--- src/rtl/fetch_stage_if.sv ---
`default_nettype none
// ============================================================================
// Module   : fetch_stage_if
// Purpose  : Instruction-memory request/ready handshake bundle between the
//            fetch stage (master) and the instruction memory (slave).
// Revision : 1.0 - initial release
// ============================================================================
interface fetch_stage_if #(
  parameter int XLEN = 32
);
  logic            imem_req;
  logic [XLEN-1:0] imem_addr;
  logic [31:0]     imem_rdata;
  logic            imem_ready;

  modport master (
    output imem_req,
    output imem_addr,
    input  imem_rdata,
    input  imem_ready
  );

  modport slave (
    input  imem_req,
    input  imem_addr,
    output imem_rdata,
    output imem_ready
  );
endinterface
`default_nettype wire

--- src/rtl/fetch_stage.sv ---
`default_nettype none
// ============================================================================
// Module   : fetch_stage
// Purpose  : RV32I instruction-fetch stage. Owns the PC, drives a variable
//            latency imem request/ready handshake and produces IF/ID.
//            Honours load-use stalls (one-entry hold buffer) and
//            flush/redirect, discarding stale responses after a redirect.
// Revision : 1.0 - initial release
// ============================================================================
module fetch_stage #(
  parameter int              XLEN      = 32,
  parameter logic [XLEN-1:0] RESET_PC  = '0,
  parameter logic [31:0]     NOP_INSTR = 32'h0000_0013
) (
  input  wire logic            clk,
  input  wire logic            rst,          // asynchronous, active-low
  input  wire logic            stall_if,
  input  wire logic            flush,
  input  wire logic [XLEN-1:0] redirect_pc,
  fetch_stage_if.master        imem,
  output logic                 if_id_valid,
  output logic [XLEN-1:0]      if_id_pc,
  output logic [31:0]          if_id_instr
);

  typedef enum logic [1:0] {
    S_FETCH = 2'd0,
    S_WAIT  = 2'd1,
    S_HOLD  = 2'd2,
    S_KILL  = 2'd3
  } state_t;

  localparam logic [XLEN-1:0] PC_STEP = XLEN'(4);

  state_t          state_q, state_d;
  logic [XLEN-1:0] pc_q, pc_d;
  logic            if_id_valid_q, if_id_valid_d;
  logic [XLEN-1:0] if_id_pc_q, if_id_pc_d;
  logic [31:0]     if_id_instr_q, if_id_instr_d;
  logic            hold_valid_q, hold_valid_d;
  logic [XLEN-1:0] hold_pc_q, hold_pc_d;
  logic [31:0]     hold_instr_q, hold_instr_d;

  logic            req;
  logic            xfer;
  logic [XLEN-1:0] pc_plus4;
  logic [XLEN-1:0] redirect_aligned;

  // Request generation: gated by reset so nothing is issued while held in reset.
  always_comb begin
    req              = rst && ((state_q == S_FETCH) || (state_q == S_WAIT)) && !hold_valid_q;
    xfer             = req && imem.imem_ready;
    pc_plus4         = pc_q + PC_STEP;
    redirect_aligned = {redirect_pc[XLEN-1:2], 2'b00};
  end

  assign imem.imem_req  = req;
  assign imem.imem_addr = pc_q;

  assign if_id_valid = if_id_valid_q;
  assign if_id_pc    = if_id_pc_q;
  assign if_id_instr = if_id_instr_q;

  // Next-state, PC, IF/ID and hold-buffer update; flush outranks stall and transfer.
  always_comb begin
    state_d       = state_q;
    pc_d          = pc_q;
    if_id_valid_d = if_id_valid_q;
    if_id_pc_d    = if_id_pc_q;
    if_id_instr_d = if_id_instr_q;
    hold_valid_d  = hold_valid_q;
    hold_pc_d     = hold_pc_q;
    hold_instr_d  = hold_instr_q;

    if (flush) begin
      if_id_valid_d = 1'b0;
      if_id_pc_d    = '0;
      if_id_instr_d = NOP_INSTR;
      hold_valid_d  = 1'b0;
      pc_d          = redirect_aligned;
      // A request left outstanding (newly or from an earlier kill) must drain first.
      if ((req && !imem.imem_ready) || (state_q == S_KILL && !imem.imem_ready))
        state_d = S_KILL;
      else
        state_d = S_FETCH;
    end else begin
      case (state_q)
        S_FETCH, S_WAIT: begin
          if (xfer) begin
            pc_d = pc_plus4;
            if (stall_if) begin
              hold_valid_d = 1'b1;
              hold_pc_d    = pc_q;
              hold_instr_d = imem.imem_rdata;
              state_d      = S_HOLD;
            end else begin
              if_id_valid_d = 1'b1;
              if_id_pc_d    = pc_q;
              if_id_instr_d = imem.imem_rdata;
              state_d       = S_FETCH;
            end
          end else if (!stall_if) begin
            if_id_valid_d = 1'b0;
            if_id_pc_d    = '0;
            if_id_instr_d = NOP_INSTR;
            state_d       = S_WAIT;
          end
        end
        S_HOLD: begin
          if (!stall_if) begin
            if_id_valid_d = hold_valid_q;
            if_id_pc_d    = hold_pc_q;
            if_id_instr_d = hold_instr_q;
            hold_valid_d  = 1'b0;
            state_d       = S_FETCH;
          end
        end
        S_KILL: begin
          if (!stall_if) begin
            if_id_valid_d = 1'b0;
            if_id_pc_d    = '0;
            if_id_instr_d = NOP_INSTR;
          end
          // The stale response is dropped; fetching resumes on the next cycle.
          if (imem.imem_ready)
            state_d = S_FETCH;
        end
        default: state_d = S_FETCH;
      endcase
    end
  end

  // State and datapath registers with asynchronous active-low reset.
  always_ff @(posedge clk or negedge rst) begin
    if (!rst) begin
      state_q       <= S_FETCH;
      pc_q          <= RESET_PC;
      if_id_valid_q <= 1'b0;
      if_id_pc_q    <= '0;
      if_id_instr_q <= NOP_INSTR;
      hold_valid_q  <= 1'b0;
      hold_pc_q     <= '0;
      hold_instr_q  <= NOP_INSTR;
    end else begin
      state_q       <= state_d;
      pc_q          <= pc_d;
      if_id_valid_q <= if_id_valid_d;
      if_id_pc_q    <= if_id_pc_d;
      if_id_instr_q <= if_id_instr_d;
      hold_valid_q  <= hold_valid_d;
      hold_pc_q     <= hold_pc_d;
      hold_instr_q  <= hold_instr_d;
    end
  end

endmodule
`default_nettype wire

--- src/flat_wrapper.sv ---
// flat-port wrapper written by rule: the top's interface ports become plain ports
module fetch_stage_flat 
#(
  parameter int              XLEN      = 32,
  parameter logic [XLEN-1:0] RESET_PC  = '0,
  parameter logic [31:0]     NOP_INSTR = 32'h0000_0013
)
  (clk, rst, stall_if, flush, redirect_pc, if_id_valid, if_id_pc, if_id_instr, imem_imem_req, imem_imem_addr, imem_imem_rdata, imem_imem_ready);
  fetch_stage_if #(.XLEN(XLEN)) imem_i ();
  input  wire logic clk;
  input  wire logic rst;
  input  wire logic stall_if;
  input  wire logic flush;
  input  wire logic [XLEN-1:0] redirect_pc;
  output logic if_id_valid;
  output logic [XLEN-1:0] if_id_pc;
  output logic [31:0] if_id_instr;
  output wire logic [$bits(imem_i.imem_req)-1:0] imem_imem_req;
  output wire logic [$bits(imem_i.imem_addr)-1:0] imem_imem_addr;
  input wire logic [$bits(imem_i.imem_rdata)-1:0] imem_imem_rdata;
  input wire logic [$bits(imem_i.imem_ready)-1:0] imem_imem_ready;
  assign imem_imem_req = imem_i.imem_req;
  assign imem_imem_addr = imem_i.imem_addr;
  assign imem_i.imem_rdata = imem_imem_rdata;
  assign imem_i.imem_ready = imem_imem_ready;
  fetch_stage #(.XLEN(XLEN), .RESET_PC(RESET_PC), .NOP_INSTR(NOP_INSTR)) u_core (.clk(clk), .rst(rst), .stall_if(stall_if), .flush(flush), .redirect_pc(redirect_pc), .imem(imem_i), .if_id_valid(if_id_valid), .if_id_pc(if_id_pc), .if_id_instr(if_id_instr));
endmodule
--- config.mk ---
export PLATFORM = sky130hd
export DESIGN_NAME = fetch_stage_flat
export DESIGN_NICKNAME = d
export VERILOG_FILES = /design/src/rtl/fetch_stage_if.sv /design/src/rtl/fetch_stage.sv /design/src/flat_wrapper.sv
export SDC_FILE = /design/constraint.sdc
export NUM_CORES = 1
export LEC_CHECK = 0
export BUFFER_PORTS_ARGS = -buffer_cell sky130_fd_sc_hd__buf_2
export CAP_MARGIN = 5
export CORE_MARGIN = 2
export CORE_UTILIZATION = 58
export CTS_BUF_LIST = sky130_fd_sc_hd__clkbuf_8 sky130_fd_sc_hd__clkbuf_16
export DETAILED_ROUTE_END_ITERATION = 8
export PLACE_DENSITY = 0.85
export REMOVE_ABC_BUFFERS = 1
export SLEW_MARGIN = 20
export SYNTH_ARGS = -nofsm -noshare
export SYNTH_HDL_FRONTEND = slang
export SYNTH_SLANG_ARGS = --single-unit
export TNS_END_PERCENT = 30
--- constraint.sdc ---
create_clock -name clk -period 3.2 [get_ports clk]
set_input_delay 0.16 -clock clk [delete_from_list [all_inputs] [get_ports clk]]
set_output_delay 0.16 -clock clk [all_outputs]
set_load 0.01 [all_outputs]
==> reports/qor.csv, run 1 <==
metric,value,unit
clock_latency,0.43,ns
num-nets-final,919,
wl_met3,1320,um
critPathMaxStageDelay,0.74,ns
avgSynthCellArea,10.9,um2
worstHoldPathType,input pin to flop,
vdd_ir_drop_max,409,uV
numCtsBuffers,17,
tightestPinTransition,0.955,ns
fmax,388,MHz
p_sw_frac,0.276,
dr.max_layer_used,met4,
ys_warn_count,0,
arrival,2.92,ns
cts_tree,built,
overflow,0,
slew_headroom,0.363,
port_buffers,162,
num_vias,6451,
min_period_over_period,0.806,
clock_power_share,0.360,
skew,0.00810,ns
critPathMaxFanout,45,
chipHeight,115,um
post_drt_wl_per_cell,20.4,um
whs,0.0171,ns
dp_slack,0.725,ns
p_int,4130,uW
synthMuxAreaShare,0.0955,
path_cells,dlygate4sd3_1 > buf_6 > nand4bb_4 > or4_4 > or4_1 > a31oi_1,
slowest_stage,or4_4,
area_delta_synth_final,28.8,%
die_width,115,um
ant_nets,0,
clockRootBuffer,clkbuf_16,
synthesis.area,0.00717,mm2
yosysTopAreaCell,dfrtp_1,
grt_pass1_vias,6461,
die-area,0.0133,mm2
power_frac_comb,0.171,
synth_compound_area_frac,0.172,
wl_met1,8300,um
fin_crit,2.58,ns
sequentialPowerShare,0.470,
via_per_inst,6.40,
io_pins,167,
antenna_found_initial,1,
ys_seq_area_frac,0.560,
placed_cells,921,
worst-setup-path-type,input pin to flop,
cp_num_buf_inv,2,
synthFlopType,dfrtp_1,
critPathCaptureType,flop,
drc_errors,0,
status,completed,
clk_pin_slew_worst_paths,0.06,ns
p_sw,1570,uW
clock_sinks,160,
p_per_area,617,mW/mm2
synth_xor_area_frac,0.0134,
synth_area_leaders,"dfrtp_1 54%, mux2_2 9.3%, o221ai_1 7.1%, nand2_1 4.6%, a21oi_1 4.3%",
ys_ff_latch,160,
drive_gt1_frac,0.316,
grt_max_degree,89,
floorplan.initialDensity,0.597,
crit_required,3.54,ns
finalHoldViolations,0,
final_max_slew_viol_count,0,
total_leakage_power,0.00409,uW
synth_simple_gate_area_share,0.122,
cp_top_family,simple AND/OR/NAND/NOR gates,
clockBufferDepth,2,
critPathLaunchType,input pin,
maxCapViolations,0,
drt_first_pass_iters,6,
hpwl,11800,um
setup_ws,0.619,ns
synth_cells,657,
synthArstFlopShare,1.00,
coreArea,0.0120,mm2
setup_viol,0,
wl_met2,10200,um
h-tree-depth,4,
place.gp.congestion,0.837,
synth_cell_types,48,
synth_top_family_by_area,compound AO/OA/AOI/OAI gates,
drtIter0Drc,664,
grt_usage,0.318,
grt_pass1_wl,32500,um
rows,40,
synth_edf_count,0,
wirelength,20500,um
final_cells,1008,
synthAdderAreaFrac,0.00175,
synth_top_area_frac,0.538,
rsz0062_at_grt,no,
-- registers in the layout, indices dropped and copies added, names as in the netlist --
name / cells
u_core.if_id_pc: 32
u_core.state_q: 2
u_core.if_id_instr: 32
u_core.if_id_valid: 1
u_core.hold_pc_q: 30
u_core.hold_valid_q: 1
u_core.imem.imem_addr: 30
u_core.hold_instr_q: 32
-- layer usage --
| metal | vias to the layer above | global-route usage |
|---|---|---|
| met5 | - | 0 |
| met4 | 0 | 0.154 |
| met3 | 69 | 0.0722 |
| met2 | 361 | 0.517 |
| met1 | 3193 | 0.406 |
| li1 | 2828 | - |
-- cell usage in the layout (no fill, tap or decap), drive strengths merged, types with 2 or more instances in the layout --
master	Yosys	layout
and3	4	4
inv	5	8
nor2	19	19
clkinvlp	0	4
nand4	9	9
o31ai	11	11
a21oi	61	61
buf	13	172
and4	4	4
mux2i	2	2
nor3	2	2
nand3	9	9
or4	13	13
a31oi	17	17
a221oi	3	3
nor2b	7	7
xor2	6	6
mux2	59	59
dlygate4sd3	0	56
bufinv	0	3
o21ai	28	28
clkbuf	43	19
nand2	88	88
xnor2	5	5
conb	1	2
and2	2	2
nor4bb	2	2
o221ai	58	58
nand4bb	2	2
dfrtp	154	154
dfstp	6	6
or3	9	9
-- per-stage QoR --
| stage | area (um2) | power, uW | setup TNS (ns) | utilization |
|---|---|---|---|---|
| 5_1_grt | 9230 | 5930 | 0 | 0.769 |
| 3_3_place_gp | 8080 | 3500 | 0 | 0.672 |
| 2_1_floorplan | 6940 | 3150 | -147.29 | - |
| 6_report | 9230 | 5700 | 0 | 0.769 |
| 4_1_cts | 9230 | 5680 | 0 | 0.768 |
| 3_5_place_dp | 8080 | 3590 | 0 | 0.672 |
-- cell usage after synthesis, types with 2 or more instances --
cell type	number
a31oi_1	17
or4_1	12
inv_1	5
clkbuf_1	43
o221ai_1	58
and3_1	4
xor2_1	6
nand2_1	88
buf_1	3
dfstp_2	6
and2_1	2
nand4_1	9
and4_1	4
mux2i_1	2
nand3_1	9
nor2_1	19
nor2b_1	7
buf_2	7
o31ai_1	11
a221oi_1	3
buf_4	2
dfrtp_1	154
a21oi_1	61
nand4bb_1	2
nor3_1	2
mux2_2	59
or3_1	9
o21ai_0	28
nor4bb_1	2
xnor2_1	5
-- repair_timing --
item	in CTS	in global routing
hold buffers	56	0
setup buffers	0	0
endpoints found under the hold margin	94	0
gates resized for setup	0	0
-- power groups by stage --
stage | clock [uW] | sequential (uW) | combinational (uW)
final | 2050 | 2680 | 972
after global routing | 2160 | 2710 | 1060
after CTS | 2060 | 2660 | 963
after detailed placement | 0 | 2690 | 902
after global placement | 0 | 2640 | 858
after floorplan | 0 | 2660 | 494
-- path summary, 6_finish.rpt --
path                                                      from                               endpoint  slack (ns)  cells after the start
min in group asynchronous                                  rst          u_core.state_q[0]$_DFFE_PN0P_        0.24                      2
worst min register to register  u_core.if_id_pc[1]$_DFFE_PN0P_         u_core.if_id_pc[1]$_DFFE_PN0P_        0.49                      1
max in group asynchronous                                  rst    u_core.hold_instr_q[18]$_DFFE_PN0P_        1.07                      4
worst min-delay path                       imem_imem_rdata[20]    u_core.hold_instr_q[20]$_DFFE_PN0P_        0.02                      2
worst max register to register   u_core.state_q[1]$_DFFE_PN0P_  u_core.imem.imem_addr[26]$_DFFE_PN0P_        0.70                      4
worst max-delay path                                       rst  u_core.imem.imem_addr[26]$_DFFE_PN0P_        0.62                      6
-- area by class of cell --
| class | instances | area (um2) |
|---|---|---|
| Sequential cell | 160 | 4010 |
| Multi-Input combinational cell | 437 | 2940 |
| Fill cell | 754 | 2780 |
| Timing Repair Buffer | 228 | 1480 |
| Clock buffer | 19 | 453 |
| Tap cell | 147 | 184 |
| Clock inverter | 11 | 141 |
| Inverter | 5 | 18.8 |
| Antenna cell | 1 | 2.50 |
-- worst register-to-register path, delay by kind of cell, from the launching register on --
family / cells / cell delay, ns
and+or+nand+nor: 3 / 1.71
DFF: 1 / 0.51
AOI/OAI and AO/OA: 1 / 0.20
-- cells by family after synthesis --
family	count (synthesis)
muxes	61
DFF	160
and+or+nand+nor	176
adders and majority gates	1
xor gates and xnor gates	11
other	1
AOI/OAI and AO/OA	186
buffers and inverters	61
Note: power is estimated with default switching activity, not from simulation.
==> run 2: changes to the inputs <==
--- a/config.mk
+++ b/config.mk
@@ -5,13 +5,14 @@
 export SDC_FILE = /design/constraint.sdc
 export NUM_CORES = 1
 export LEC_CHECK = 0
+export ABC_AREA = 1
 export BUFFER_PORTS_ARGS = -buffer_cell sky130_fd_sc_hd__buf_2
 export CAP_MARGIN = 5
 export CORE_MARGIN = 2
-export CORE_UTILIZATION = 58
+export CORE_UTILIZATION = 56
 export CTS_BUF_LIST = sky130_fd_sc_hd__clkbuf_8 sky130_fd_sc_hd__clkbuf_16
 export DETAILED_ROUTE_END_ITERATION = 8
-export PLACE_DENSITY = 0.85
+export PLACE_DENSITY = 0.8
 export REMOVE_ABC_BUFFERS = 1
 export SLEW_MARGIN = 20
 export SYNTH_ARGS = -nofsm -noshare
==> constraint.sdc (replaced) <==
create_clock -name clk -period 2.5 [get_ports clk]
set_input_delay 0.125 -clock clk [delete_from_list [all_inputs] [get_ports clk]]
set_output_delay 0.125 -clock clk [all_outputs]
set_load 0.01 [all_outputs]
==> run 2 against run 1 <==
Clock-buffer cell count did not move. Register-to-register slack got worse by 0.30 ns. Wire length rose by 20%. Via count rose by 37%. Sequential power rose by 30%. Total power rose by 44%. Critical endpoint is now u_core.imem.imem_addr[17]$_DFFE_PN0P_.
==> reports/qor.csv, run 2 <==
metric,value,unit,change
arrival,2.45,ns,-0.47 ns
vdd_ir_drop_max,531,uV,+30%
place.gp.congestion,0.924,,+10%
status,completed,,
postCtsSetupBuffers,0,,unchanged
dpl-instance-area,0.00976,mm2,+21%
synth_area_leaders,"dfrtp_1 43%, nand2_1 20%, o21ai_0 6.5%, inv_1 4.7%, nand3_1 4.7%",,
yosysTopAreaCell,dfrtp_1,,
grt_pass1_wl,40100,um,+24%
num-nets-final,1509,,+64%
min_period_over_period,0.840,,
drt_first_pass_iters,6,,unchanged
overflow,0,,unchanged
coreArea,0.0157,mm2,+31%
critPathLaunchType,flop,,
drc_errors,0,,unchanged
synthFlopType,dfrtp_1,,
skew,0.00775,ns,-0.000350 ns
synthesis.area,0.00890,mm2,+24%
cts_resized,0,,unchanged
fill_cells,1354,,+80%
clockBufferDepth,2,,unchanged
worst-setup-path-type,flop to flop,,
finalHoldViolations,0,,unchanged
numCtsBuffers,17,,unchanged
seqCellArea,0.00401,mm2,unchanged
holdPathStages,5,,+3
io_pins,167,,unchanged
final_max_slew_viol_count,0,,unchanged
num_vias,8865,,+37%
final_cell_mix,"469 x nand2_1, 161 x buf_2, 154 x dfrtp_1",,
design_area,0.0109,mm2,+18%
rr_startpoint,u_core.state_q[1]$_DFFE_PN0P_,,
r2r_end,u_core.imem.imem_addr[17]$_DFFE_PN0P_,,
chipHeight,130,um,+13%
layout_commonest_cell,nand2_1,,
tightestPinTransition,1.03,ns,+0.0714 ns
drive_gt1_frac,0.171,,-0.145
crit_start,u_core.state_q[1]$_DFFE_PN0P_,,
hpwl,15500,um,+32%
post_drt_wl_per_cell,14.8,um,-27%
grt_pass1_vias,8039,,+24%
ant_nets,0,,unchanged
clockRootBuffer,clkbuf_16,,
r2r_slack,0.40,ns,-0.30 ns
h-tree-depth,4,,unchanged
grt_usage,0.301,,-0.0166
synth_cells,1261,,+92%
hold_buffers,53,,-5.4%
ys_seq_area_frac,0.450,,-0.109
slew_headroom,0.316,,-0.0476
die_width,130,um,+13%
fmax,476,MHz,
ys_ff_latch,160,,unchanged
clk_pin_slew_worst_paths,0.07,ns,about the same
wirelength,24700,um,+20%
worstHoldPathType,input pin to flop,,
clock_latency,0.43,ns,about the same
total_leakage_power,0.00581,uW,+42%
area_delta_synth_final,22.8,%,
synth_cell_types,35,,-27%
grt_max_degree,140,,+57%
synth_edf_count,0,,unchanged
maxCapViolations,0,,unchanged
multiInputGateArea,0.00407,mm2,+38%
setup_viol,0,,unchanged
p_total,8220,uW,+44%
antenna_found_initial,1,,unchanged
tns,0,ns,unchanged
floorplan.initialDensity,0.567,,-0.0298
crit_required,2.85,ns,-0.69 ns
clock_sinks,160,,unchanged
drtIter0Drc,904,,+36%
synth.most_common_cell,nand2_1,,
critPathCaptureType,flop,,
avgSynthCellArea,7.06,um2,-35%
rsz0062_at_grt,no,,
rows,46,,+15%
port_buffers,162,,unchanged
rr_worst_depth,8,,+4
die-area,0.0169,mm2,+28%
synthArstFlopShare,1.00,,unchanged
crit_end,u_core.imem.imem_addr[17]$_DFFE_PN0P_,,
fin_crit,2.10,ns,
synth_top_area_frac,0.433,,-0.105
p_per_area,752,mW/mm2,+22%
synth_commonest_cells,"469 x nand2_1, 154 x dfrtp_1, 116 x o21ai_0",,
cts_tree,built,,
via_per_inst,5.31,,-17%
ys_warn_count,0,,unchanged
critPathMaxFanout,22,,-51%
## run 2: report_power, final
| part | total [uW] | internal, uW | switching [uW] |
|---|---|---|---|
| Clock | 2870 | 1810 | 1060 |
| Sequential | 3490 | 3120 | 370 |
| Combinational | 1870 | 734 | 1130 |
## run 2: area by class of cell
cell class,count,area share
antenna,1,0.000229
clock buffer,19,0.0414
clock inverter,13,0.0176
inverter,115,0.0397
multi-input combinational,914,0.372
sequential,160,0.367
tap,216,0.0247
timing repair buffer,231,0.138
## run 2: per-layer routing
layer | vias to the layer above | GRT usage | wire [um]
met5 | - | 0 | 0
met4 | 0 | 0.107 | 541
met3 | 45 | 0.0484 | 1760
met2 | 339 | 0.474 | 11600
met1 | 4131 | 0.426 | 10700
li1 | 4350 | - | -
## run 2: cell families after synthesis
logic type	after synthesis	synth area share
simple gates	713	0.334
xor+xnor	7	0.00689
buf+inv	188	0.0940
compound gates	191	0.112
flops	160	0.450
fa+ha+maj	1	0.00140
other cells	1	0.000421
## run 2: per-stage QoR
step	util	hold slack, ns	setup WS, ns	std cells
6_report	0.696	0.0156	0.400	1669
5_1_grt	0.696	0.0305	0.232	1669
4_1_cts	0.696	0.00133	0.407	1668
3_5_place_dp	0.621	0.0202	0.431	1583
3_3_place_gp	0.621	0.0182	0.467	1583
2_1_floorplan	-	-0.171	-1.21	1189
## run 2: worst min-delay path by stage
stage / slack, ns / startpoint / endpoint
2_1_floorplan: -0.17 / rst / u_core.hold_instr_q[10]$_DFFE_PN0P_
3_3_place_gp: 0.02 / rst / u_core.hold_instr_q[23]$_DFFE_PN0P_
3_5_place_dp: 0.02 / rst / u_core.if_id_valid$_DFFE_PN0P_
4_1_cts: 0.001 / redirect_pc[22] / u_core.imem.imem_addr[22]$_DFFE_PN0P_
5_1_grt: 0.03 / redirect_pc[16] / u_core.imem.imem_addr[16]$_DFFE_PN0P_
6_report: 0.02 / redirect_pc[22] / u_core.imem.imem_addr[22]$_DFFE_PN0P_
## run 2: worst max-delay path, stage by stage (launching register included)
cell     delay (ns)
dfrtp_1        0.47
nor2_4         0.23
nand2_2        0.11
nor2_4         0.18
buf_4          0.28
nand2_4        0.12
inv_2          0.38
nand2_1        0.09
o21ai_0        0.15
==> run 3: changes to the inputs <==
==> constraint.sdc (replaced) <==
create_clock -name clk -period 2 [get_ports clk]
set_input_delay 0.1 -clock clk [delete_from_list [all_inputs] [get_ports clk]]
set_output_delay 0.1 -clock clk [all_outputs]
set_load 0.01 [all_outputs]
==> run 3 against run 2 <==
Clock-buffer cell count unchanged. Wire length increased by 1.7%. Sequential power increased by 25%. Die area unchanged. Combinational power increased by 27%. Global-route usage increased by 0.91 points. Sequential cell count unchanged. Final cell count increased by 0.48%. Critical path depth decreased by 1. Final area increased by 0.38%.
==> reports/qor.csv, run 3 (synthesis gave the netlist of run 2 again) <==
metric,value,unit,change
io_pins,167,,unchanged
p_per_area,893,mW/mm2,+19%
rows,46,,unchanged
clock_sinks,160,,unchanged
arrival,2.11,ns,-0.34 ns
num-nets-final,1518,,+0.60%
floorplan.initialDensity,0.567,,unchanged
status,completed,,
path_cells,nand2_2 > buf_12 > nand2_1 > clkinv_2 > nand2_1 > nand3_1 > nand2_1,,
clockBufferDepth,2,,unchanged
utilization,0.699,,+0.00263
critPathMaxStageDelay,0.47,ns,about the same
final_cells,1677,,+0.48%
h-tree-depth,4,,unchanged
hpwl,15700,um,+1.1%
final_cell_mix,"469 x nand2_1, 161 x buf_2, 154 x dfrtp_1",,
die-area,0.0169,mm2,unchanged
drc_errors,0,,unchanged
p_total,9810,uW,+19%
critPathLaunchType,flop,,
placed_cells,1586,,+0.19%
sequentialPowerShare,0.445,,+0.021
antenna_found_initial,0,,-1
path_common_cell,nand2_1,,
clock_power_share,0.312,,-0.037
antennaDiodeCount,0,,-1
layout_commonest_cell,nand2_1,,
clk_pin_slew_worst_paths,0.06,ns,about the same
port_buffers,162,,unchanged
coreArea,0.0157,mm2,unchanged
power_frac_comb,0.243,,+0.016
overflow,0,,unchanged
slew_headroom,0.473,,+0.157
total_leakage_power,0.00582,uW,+0.13%
grt_usage,0.310,,+0.00913
post_drt_wl_per_cell,15.0,um,+1.3%
finalHoldViolations,0,,unchanged
worst-setup-path-type,flop to flop,,
critPathMaxFanout,97,,+340%
grt_pass1_vias,8434,,+4.9%
setup_viol,0,,unchanged
chipHeight,130,um,unchanged
fmax,555,MHz,+16%
tightestPinTransition,0.791,ns,-0.235 ns
cts_tree,built,,
area_delta_synth_final,23.3,%,
clock_latency,0.42,ns,about the same
numCtsBuffers,17,,unchanged
maxCapViolations,0,,unchanged
postCtsSetupBuffers,0,,unchanged
ant_nets,0,,unchanged
p_int,6590,uW,+16%
rsz0062_at_grt,no,,
drive_gt1_frac,0.171,,+0.000317
p_sw_frac,0.328,,+0.0165
drtIter0Drc,993,,+9.8%
min_period_over_period,0.901,,+0.0614
slowest_stage,dfrtp_1,,
wirelength,25100,um,+1.7%
grt_max_degree,140,,unchanged
num_vias,8943,,+0.88%
p_sw,3210,uW,+26%
cp_num_buf_inv,2,,unchanged
place.gp.congestion,0.907,,-1.9%
clockRootBuffer,clkbuf_16,,
die_width,130,um,unchanged
cp_top_family,buffers and inverters,,
skew,0.00553,ns,-0.00221 ns
crit_required,2.31,ns,-0.54 ns
critPathCaptureType,flop,,
drt_first_pass_iters,5,,-1
vdd_ir_drop_max,622,uV,+17%
worstHoldPathType,input pin to flop,,
via_per_inst,5.33,,+0.40%
fin_crit,1.80,ns,-0.297 ns
final_max_slew_viol_count,0,,unchanged
grt_pass1_wl,41400,um,+3.1%
==> run 3: worst paths after layout <==
path	from	to	slack, ns	cells after the start
hold / removal	redirect_pc[13]	u_core.imem.imem_addr[13]$_DFFE_PN0P_	0.01	5
setup / recovery	u_core.state_q[1]$_DFFE_PN0P_	u_core.if_id_pc[28]$_DFFE_PN0P_	0.20	7
min in group asynchronous	rst	u_core.hold_instr_q[23]$_DFFE_PN0P_	0.34	3
hold reg to reg	u_core.hold_instr_q[14]$_DFFE_PN0P_	u_core.hold_instr_q[14]$_DFFE_PN0P_	0.48	2
setup reg to reg	u_core.state_q[1]$_DFFE_PN0P_	u_core.if_id_pc[28]$_DFFE_PN0P_	0.20	7
max in group asynchronous	rst	u_core.hold_instr_q[29]$_DFFE_PN0P_	0.93	3
==> run 3: area by class of cell <==
type                            count  area, um2
Fill cell                        1318       4740
Multi-Input combinational cell    914       4080
Sequential cell                   160       4010
Timing Repair Buffer              240       1630
Clock buffer                       19        453
Inverter                          115        438
Tap cell                          216        270
Clock inverter                     13       98.8
==> run 3: tightest hold or removal path, cell delays in order <==
cell	delay, ns
buf_2	0.08
nand2_1	0.06
o21ai_0	0.07
inv_1	0.04
nand2_1	0.05
==> run 3: repair_timing <==
item | in CTS | in global routing
setup endpoints to repair | 0 | 37
hold buffers | 59 | 0
gates resized for setup | 0 | 4
hold endpoints to repair | 218 | 0
==> run 3: through the flow <==
| stage | TNS [ns] | setup slack [ns] | hold slack, ns | cell area, um2 |
|---|---|---|---|---|
| finish | 0 | 0.197 | 0.00993 | 11000 |
| floorplan | -147.57 | -1.71 | -0.196 | 8510 |
| global placement | 0 | 0.184 | 0.142 | 9820 |
| global route | 0 | 0.0117 | 0.0303 | 11000 |
| CTS | 0 | 0.102 | 0.00325 | 11000 |
| detailed placement | 0 | 0.112 | 0.143 | 9820 |
==> run 3: routing by layer <==
layer	global-route usage	up-vias	share of wire
met3	0.0582	51	0.070
met5	0	-	0
li1	-	4354	-
met1	0.417	4171	0.43
met2	0.507	367	0.48
met4	0.112	0	0.024
==> run 3: power groups by stage <==
stage	registers (uW)	clock network, uW	logic, uW
after floorplan	4420	0	1270
after global placement	4360	0	2200
after detailed placement	4390	0	2270
after CTS	4350	3090	2370
after global routing	4450	3250	2700
final	4360	3060	2380
